## config.mk

```make
export PLATFORM = sky130hd
export DESIGN_NAME = xip_cache_ctrl
export DESIGN_NICKNAME = d
export VERILOG_FILES = /design/src/rtl/xip_cache_ctrl_pkg.sv /design/src/rtl/xip_cache_tag_array.sv /design/src/rtl/xip_cache_ctrl.sv
export SDC_FILE = /design/constraint.sdc
export NUM_CORES = 2
export LEC_CHECK = 0
export BUFFER_PORTS_ARGS = -buffer_cell sky130_fd_sc_hd__buf_2
export CAP_MARGIN = 40
export CELL_PAD_IN_SITES_DETAIL_PLACEMENT = 0
export CELL_PAD_IN_SITES_GLOBAL_PLACEMENT = 2
export CORE_MARGIN = 8
export CORE_UTILIZATION = 45
export DETAILED_ROUTE_END_ITERATION = 8
export PLACE_DENSITY = 0.85
export SETUP_SLACK_MARGIN = 0.15
export SYNTH_ARGS = -nofsm -noshare
export SYNTH_HDL_FRONTEND = slang
export SYNTH_HIERARCHICAL = 1
export SYNTH_SLANG_ARGS = --single-unit
export TNS_END_PERCENT = 1
```

## constraint.sdc

```tcl
create_clock -name clk -period 33.2 [get_ports clk]
set_input_delay 1.66 -clock clk [delete_from_list [all_inputs] [get_ports clk]]
set_output_delay 1.66 -clock clk [all_outputs]
set_load 0.01 [all_outputs]
```

## src/rtl/xip_cache_ctrl_pkg.sv

```systemverilog
// xip_cache_ctrl_pkg: shared state encoding and geometry defaults for the XIP cache
package xip_cache_ctrl_pkg;
    typedef enum logic [1:0] {IDLE, FILL_REQ, FILL_WAIT, RESP} state_t;
    localparam int NUM_LINES_DEF = 16;
    localparam int LINE_SIZE_DEF = 16;
    localparam int OFFS_W = $clog2(LINE_SIZE_DEF);
    localparam int IDX_W = $clog2(NUM_LINES_DEF);
    localparam int TAG_W = 24 - OFFS_W - IDX_W;
endpackage

```

## src/rtl/xip_cache_tag_array.sv

```systemverilog
// xip_cache_tag_array: tag and valid storage with async read, sync write and clear-all
module xip_cache_tag_array
    import xip_cache_ctrl_pkg::*;
#(
    parameter int LINES = NUM_LINES_DEF,
    parameter int IW = IDX_W,
    parameter int TW = TAG_W
) (
    input  logic          clk,
    input  logic          rst,
    input  logic          clr,
    input  logic          we,
    input  logic [IW-1:0] rd_idx,
    input  logic [IW-1:0] wr_idx,
    input  logic [TW-1:0] wr_tag,
    output logic [TW-1:0] rd_tag,
    output logic          rd_valid
);
    logic [LINES-1:0] valid;
    logic [TW-1:0] tags [LINES];

    assign rd_tag = tags[rd_idx];
    assign rd_valid = valid[rd_idx];

    always_ff @(posedge clk) begin
        if (rst || clr) valid <= '0;
        else if (we) valid[wr_idx] <= 1'b1;
    end

    always_ff @(posedge clk) begin
        if (we) tags[wr_idx] <= wr_tag;
    end
endmodule

```

## src/rtl/xip_cache_ctrl.sv

```systemverilog
// xip_cache_ctrl: direct-mapped execute-in-place read cache with single-line refill
module xip_cache_ctrl
    import xip_cache_ctrl_pkg::*;
#(
    parameter int NUM_LINES = NUM_LINES_DEF,
    parameter int LINE_SIZE = LINE_SIZE_DEF
) (
    input  logic                   clk,
    input  logic                   rst,
    input  logic                   req,
    input  logic [23:0]            addr,
    input  logic                   flush,
    output logic                   ack,
    output logic [31:0]            rdata,
    output logic                   fill_rd,
    output logic [23:0]            fill_addr,
    input  logic                   fill_done,
    input  logic [LINE_SIZE*8-1:0] fill_line
);
    localparam int OW = $clog2(LINE_SIZE);
    localparam int IW = $clog2(NUM_LINES);
    localparam int TW = 24 - OW - IW;

    state_t state, state_nxt;
    logic ack_nxt, fp, fp_nxt, clr, we, hit, rd_valid;
    logic [31:0] rdata_nxt;
    logic [23:0] fill_addr_nxt;
    logic [TW-1:0] tag, rd_tag;
    logic [IW-1:0] idx;
    logic [OW+2:0] bsel;
    logic [LINE_SIZE*8-1:0] data [NUM_LINES];

    assign tag = addr[23 -: TW];
    assign idx = addr[OW +: IW];
    // bit position of the addressed word within a line, byte lane bits dropped
    assign bsel = {addr[OW-1:0], 3'b000} & ~(OW+3)'(31);
    assign hit = rd_valid && rd_tag == tag;
    assign fill_rd = state == FILL_REQ;

    xip_cache_tag_array #(.LINES(NUM_LINES), .IW(IW), .TW(TW)) u_tags (
        .clk(clk),
        .rst(rst),
        .clr(clr),
        .we(we),
        .rd_idx(idx),
        .wr_idx(idx),
        .wr_tag(tag),
        .rd_tag(rd_tag),
        .rd_valid(rd_valid)
    );

    always_comb begin
        state_nxt = state;
        ack_nxt = 1'b0;
        rdata_nxt = rdata;
        fill_addr_nxt = fill_addr;
        fp_nxt = fp;
        clr = 1'b0;
        we = 1'b0;
        case (state)
            IDLE: begin
                clr = flush;
                // a request still high during its own ack cycle is the one just served
                if (req && !ack) begin
                    if (hit && !flush) begin
                        ack_nxt = 1'b1;
                        rdata_nxt = data[idx][bsel +: 32];
                    end else begin
                        state_nxt = FILL_REQ;
                        fill_addr_nxt = {tag, idx, OW'(0)};
                    end
                end
            end
            FILL_REQ: begin
                fp_nxt = fp | flush;
                state_nxt = FILL_WAIT;
            end
            FILL_WAIT: begin
                fp_nxt = fp | flush;
                if (fill_done) begin
                    we = 1'b1;
                    ack_nxt = 1'b1;
                    rdata_nxt = fill_line[bsel +: 32];
                    state_nxt = RESP;
                end
            end
            RESP: begin
                clr = fp | flush;
                fp_nxt = 1'b0;
                state_nxt = IDLE;
            end
        endcase
    end

    always_ff @(posedge clk) begin
        if (rst) begin
            state <= IDLE;
            ack <= 1'b0;
            rdata <= '0;
            fill_addr <= '0;
            fp <= 1'b0;
        end else begin
            state <= state_nxt;
            ack <= ack_nxt;
            rdata <= rdata_nxt;
            fill_addr <= fill_addr_nxt;
            fp <= fp_nxt;
        end
    end

    always_ff @(posedge clk) begin
        if (we) data[idx] <= fill_line;
    end
endmodule

```

Yosys cells after proc, flatten, opt, wreduce, memory -nomap -nowiden
Memory sizes are Yosys's and may differ from the RTL's.
Index checks and enable logic that the tools add are counted.
Widths: inputs -> output; s select.
{"block": "word_totals", "output_inout_bits": 58, "ram_bits": 2304, "mem_count": 2, "in_bits": 157, "reg_bits": 72, "word_cells": 58}
{"block": "op_classes", "n_shift": 2, "n_mux": 21, "reduce_logical": 14, "n_bitwise": 3, "n_eq_ne": 8, "n_lt_le_gt_ge": 2}
{"memory": "data", "depth": 16, "word_bits": 128, "rd": 1, "rd_clocked_by_memory_dff": 0, "wr": 1, "line_no": "xip_cache_ctrl.sv:31", "rtl": "logic [LINE_SIZE*8-1:0] data [NUM_LINES];"}
{"memory": "u_tags.tags", "depth": 16, "word_bits": 16, "rd": 1, "rd_clocked_by_memory_dff": 0, "wr": 1, "line_no": "xip_cache_tag_array.sv:20", "rtl": "logic [TW-1:0] tags [LINES];"}
{"cell": "$shiftx 128x8->32", "count": 2}
{"cell": "$mux 32", "count": 3}
{"cell": "$pmux 32 s2", "count": 1}
{"cell": "$eq 16x16->1", "count": 1}
{"cell": "$or 16x16->16", "count": 1}
{"cell": "$mux 1", "count": 8}
{"cell": "$ne 2x2->1 const B", "count": 4}
{"cell": "$pmux 2 s4", "count": 1}
{"cell": "$mux 2", "count": 3}
{"cell": "$pmux 1 s2", "count": 3}
{"cell": "$reduce_and 3->1", "count": 2}
{"cell": "$lt 4x5->1 const B", "count": 1}
{"cell": "$bmux 1 s4", "count": 1}
{"cell": "$demux 1 s4", "count": 1}
{"cell": "$eq 2x2->1 const B", "count": 2}
{"cell": "$ge 4x1->1 const B", "count": 1}
{"cell": "$logic_and 1x1->1", "count": 4}
{"cell": "$reduce_and 4->1", "count": 1}
{"cell": "$reduce_bool 2->1", "count": 2}
{"cell": "$eq 2x1->1 const B", "count": 1}
{"cell": "$logic_not 1->1", "count": 2}
{"cell": "$logic_not 2->1", "count": 1}
{"cell": "$reduce_or 2->1", "count": 1}
{"cell": "$logic_or 1x1->1", "count": 1}
{"cell": "other kinds (2)", "count": 2}

Logic depth before layout (Yosys ltp)
{"block": "depth", "word_depth": 7, "mapped_depth": 14, "mapped_depth_nobuf": 9}

Cells and area by module
The synthesis kept the hierarchy.
{"mod": "xip_cache_ctrl", "cells_each": 4347, "area_each_um2": 82237.6, "seq_area_each_um2": 62620.1, "instances": 1}
{"mod": "xip_cache_tag_array", "cells_each": 459, "area_each_um2": 10289.9, "seq_area_each_um2": 8007.7, "instances": 1}

Least setup slack after synthesis
Ideal clock, no wire load.
{"block": "synth_timing", "path_type": "input-to-reg", "startpoint": "in addr[5]", "endpoint": "mem data[0][0] in the netlist's numbering (enable)", "path_buffers": 6, "slack_ns": 17.264, "arrival_ns": 15.008, "required_time_ns": 32.272, "path_stages": 8, "setup_time_ns": 0.928, "path_cell_list": "buf_6 -> buf_6 -> buf_4 -> buf_6 -> buf_4 -> buf_2 -> or2_2 -> nor4_1"}
{"item": "start, declared", "line_no": "xip_cache_ctrl.sv:11", "rtl": "input logic [23:0] addr,"}
{"item": "end, declared", "line_no": "xip_cache_ctrl.sv:31"}
No word-level cell before the write port.

Final worst setup path
{"block": "layout_timing", "startpoint": "in addr[5]", "endpoint": "reg rdata[27]"}
{"block": "layout_via", "elab_chain_len": 6, "word_cells_on_any_way": 13, "cone_classes": "2 x eq/ne; 1 x shift; 5 x mux; 3 x reduce/logical; 2 x memory"}
{"item": "branches (longest 6 deep; another with $mem_v2 16x128)"}
{"item": "end signal, assigned", "line_no": "xip_cache_ctrl.sv:105", "rtl": "rdata <= rdata_nxt;"}
{"item": "end, declared", "line_no": "xip_cache_ctrl.sv:14", "rtl": "output logic [31:0] rdata,"}
Several ways; the timed one is not identified. The select of a mux whose other input is x is not followed.
A chain may end at the register's enable or synchronous reset.

==> results.json <==
{
  "worst-setup-path-type": "in2reg",
  "grt_pass1_wl_mm": 343,
  "worstPathRequired_ps": 33950,
  "synth-async-reset-ratio_pct": 0,
  "arrival_ps": 7330,
  "fmaxAchievable_mhz": 152,
  "wl_mm": 241,
  "dieArea_mm2": 0.220,
  "skew_ps": 69.8,
  "synth-seq-cells": 2376,
  "status": "completed",
  "synth_cells": 4806,
  "drtIter0Drc": 5639,
  "worstPathCellList": "buf_8 -> buf_12 -> buf_4 -> buf_4 -> buf_4 -> buf_16 -> mux4_2 -> a22o_1 -> or4_1 -> o211ai_1 -> a211oi_1 -> a211o_1",
  "worstHoldEndpoint": "u_tags/valid[10]",
  "port_buffers": 208,
  "rows": 166,
  "ctsHoldBuffers": 0,
  "finalPower_w": 0.00635,
  "final_util_pct": 51.2,
  "drt-pass1-iter-count": 6,
  "critPathTopFamily": "buffers and inverters",
  "synth_edf_count": 2304,
  "cp-start-kind": "input port",
  "vdd_drop_max_uv": 50.9,
  "drc_errors": 0,
  "start_util_pct": 45.2,
  "regArea_mm2": 0.0706,
  "antenna_found_initial": 74,
  "grt_pass1_vias": 47400,
  "leakage_nw": 35.3,
  "crit_path_top_delay_cell": "buf_4",
  "fin_tns_setup_ps": 0,
  "cts_root_buffer": "clkbuf_16",
  "gr-total-overflow": 0,
  "min-delay-path-class": "reg2reg",
  "path_max_fanout": 113,
  "worst-path-buf-inv": 6,
  "rsz0062_at_grt": "false",
  "io_pins": 215,
  "dr_total_vias": 48200,
  "layout_common_cells": "2304 x edfxtp_1, 609 x mux2i_1, 283 x mux4_2, 232 x clkbuf_16, 214 x buf_2",
  "ys_seq_area_share_pct": 76.3,
  "synth_area_mm2": 0.0925,
  "h-tree-depth": 4,
  "ctsLongestPathBuffers": 3,
  "wl_per_cell_um": 30.0,
  "timing.final.crit_period_ps": 6580,
  "path_clk_slew_ps": 60,
  "reg2reg_from": "state[0]",
  "postRouteAntennaNets": 0,
  "cts_setup_buffers": 0,
  "grt.total_usage_pct": 21.1,
  "r2r_slack_ps": 28370,
  "end_kind": "flip-flop",
  "tightest_slew_ps": 1180,
  "r2r_cells": 7,
  "yosysWarnings": 6,
  "finalNetCount": 5275,
  "period_share_pct": 19.8,
  "setup_viol_count_final": 0,
  "multi_input_area_mm2": 0.0202,
  "power_density_mw_per_mm2": 60.5,
  "rr_endpoint": "data[7][13]",
  "max_cap_viol_count": 0,
  "layout_commonest_cell": "edfxtp_1",
  "coreArea_mm2": 0.205,
  "crit_top_cell": "buf_4",
  "clk_latency_ps": 860,
  "min_path_cells": 1,
  "tritoncts": "yes",
  "drive_gt1_share_pct": 20.2,
  "fp.dieH_um": 469,
  "hold_violations": 0,
  "synth_top_flop_cell": "edfxtp_1",
  "die_x_um": 469,
  "gp_congestion": 0.784,
  "post_cts_resized": 0,
  "fillers": 15900,
  "cts_buffers": 229,
  "max_stage_delay_ps": 830,
  "syn2layout_area_growth_pct": 13.3,
  "avgSynthCellArea_um2": 19.3,
  "ys_types": 50,
  "vias_per_cell": 6.01,
  "timing.slew.headroom_pct": 21.1,
  "final_max_slew_viol_count": 0,
  "dpl.hpwl_mm": 129,
  "hp-start": "u_tags/valid[10]",
  "grt_max_degree": 118,
  "cts_sinks": 2376
}
[synth_stat cells, drive strengths merged, types with 2 or more instances]
cell	count	share of area, %
nand2	33	0.13
a22o	64	0.61
mux4	283	6.9
nor3	48	0.26
clkbuf	139	0.56
a211oi	66	0.54
a221o	25	0.27
inv	88	0.36
o221ai	41	0.39
o22ai	128	0.87
buf	163	1.3
and2	3	0.020
xnor2	16	0.15
o211ai	16	0.13
nand3	4	0.022
a21o	7	0.057
a22oi	34	0.29
or3	42	0.28
edfxtp	2304	75
nand2b	11	0.074
or3b	4	0.038
a21oi	44	0.24
nor2	183	0.75
o21a	16	0.13
mux2i	609	6.6
or2	2	0.014
a211o	32	0.30
o21ai	178	0.96
nor2b	6	0.041
a221oi	41	0.39
nor4	3	0.020
dfxtp	72	1.6
or4	16	0.13
mux2	29	0.35
o41ai	39	0.37
nand4	3	0.020
ha	5	0.068
nand3b	6	0.053
[flip-flops by register name, indices dropped and copies added (netlist names)]
register / cells
state: 2
u_tags/valid: 16
data: 2048
u_tags/tags: 256
ack: 1
rdata: 32
fp: 1
fill_addr: 20
[through the flow]
step / setup WS [ps] / std cells / hold slack [ps] / area, um2
floorplan: 17260 / 4809 / 435 / 92500
global placement: 25430 / 7528 / 441 / 96600
detailed placement: 25650 / 7569 / 452 / 97300
CTS: 26560 / 7997 / 467 / 105000
global route: 26330 / 8004 / 475 / 105000
finish: 26620 / 8022 / 465 / 105000
[where the power goes]
| group | switching [W] | internal [W] |
|---|---|---|
| clock | 0.00112 | 0.00147 |
| sequential | 0.00000942 | 0.00331 |
| combinational | 0.000295 | 0.000147 |
| total | 0.00142 | 0.00492 |
[routing by layer]
| metal | part of all wire [%] | vias to the layer above | GRT usage [%] |
|---|---|---|---|
| met5 | 0.074 | - | 0 |
| met4 | 3.8 | 26 | 7.52 |
| met3 | 9.0 | 471 | 4.59 |
| met2 | 47 | 2274 | 34.0 |
| met1 | 40 | 25100 | 28.6 |
| li1 | - | 20300 | - |
[cell families after synthesis]
kind of cell / synth area share [%]
xor gates and xnor gates: 0.151
other: 0.00405
AOI/OAI and AO/OA: 5.54
DFF: 76.3
and+or+nand+nor: 1.86
muxes: 13.8
adders and majority gates: 0.0676
buffers and inverters: 2.21
[worst max-delay path by stage]
stage	start	endpoint	slack, ps	cells past startpoint
CTS	addr[5]	rdata[21]	26560	11
detailed placement	addr[5]	rdata[21]	25650	11
global route	addr[5]	rdata[21]	26330	11
floorplan	addr[5]	data[0][0]	17260	8
finish	addr[5]	rdata[27]	26620	12
global placement	addr[5]	rdata[10]	25430	11
[layout make-up]
type / count / share of cell area [%]
Clock inverter: 119 / 1.16
Antenna cell: 24 / 0.0573
Multi-Input combinational cell: 2043 / 19.2
Timing Repair Buffer: 375 / 2.64
Tap cell: 2688 / 3.21
Clock buffer: 309 / 6.01
Inverter: 88 / 0.322
Sequential cell: 2376 / 67.4
Power figures use the tool's default switching activity.
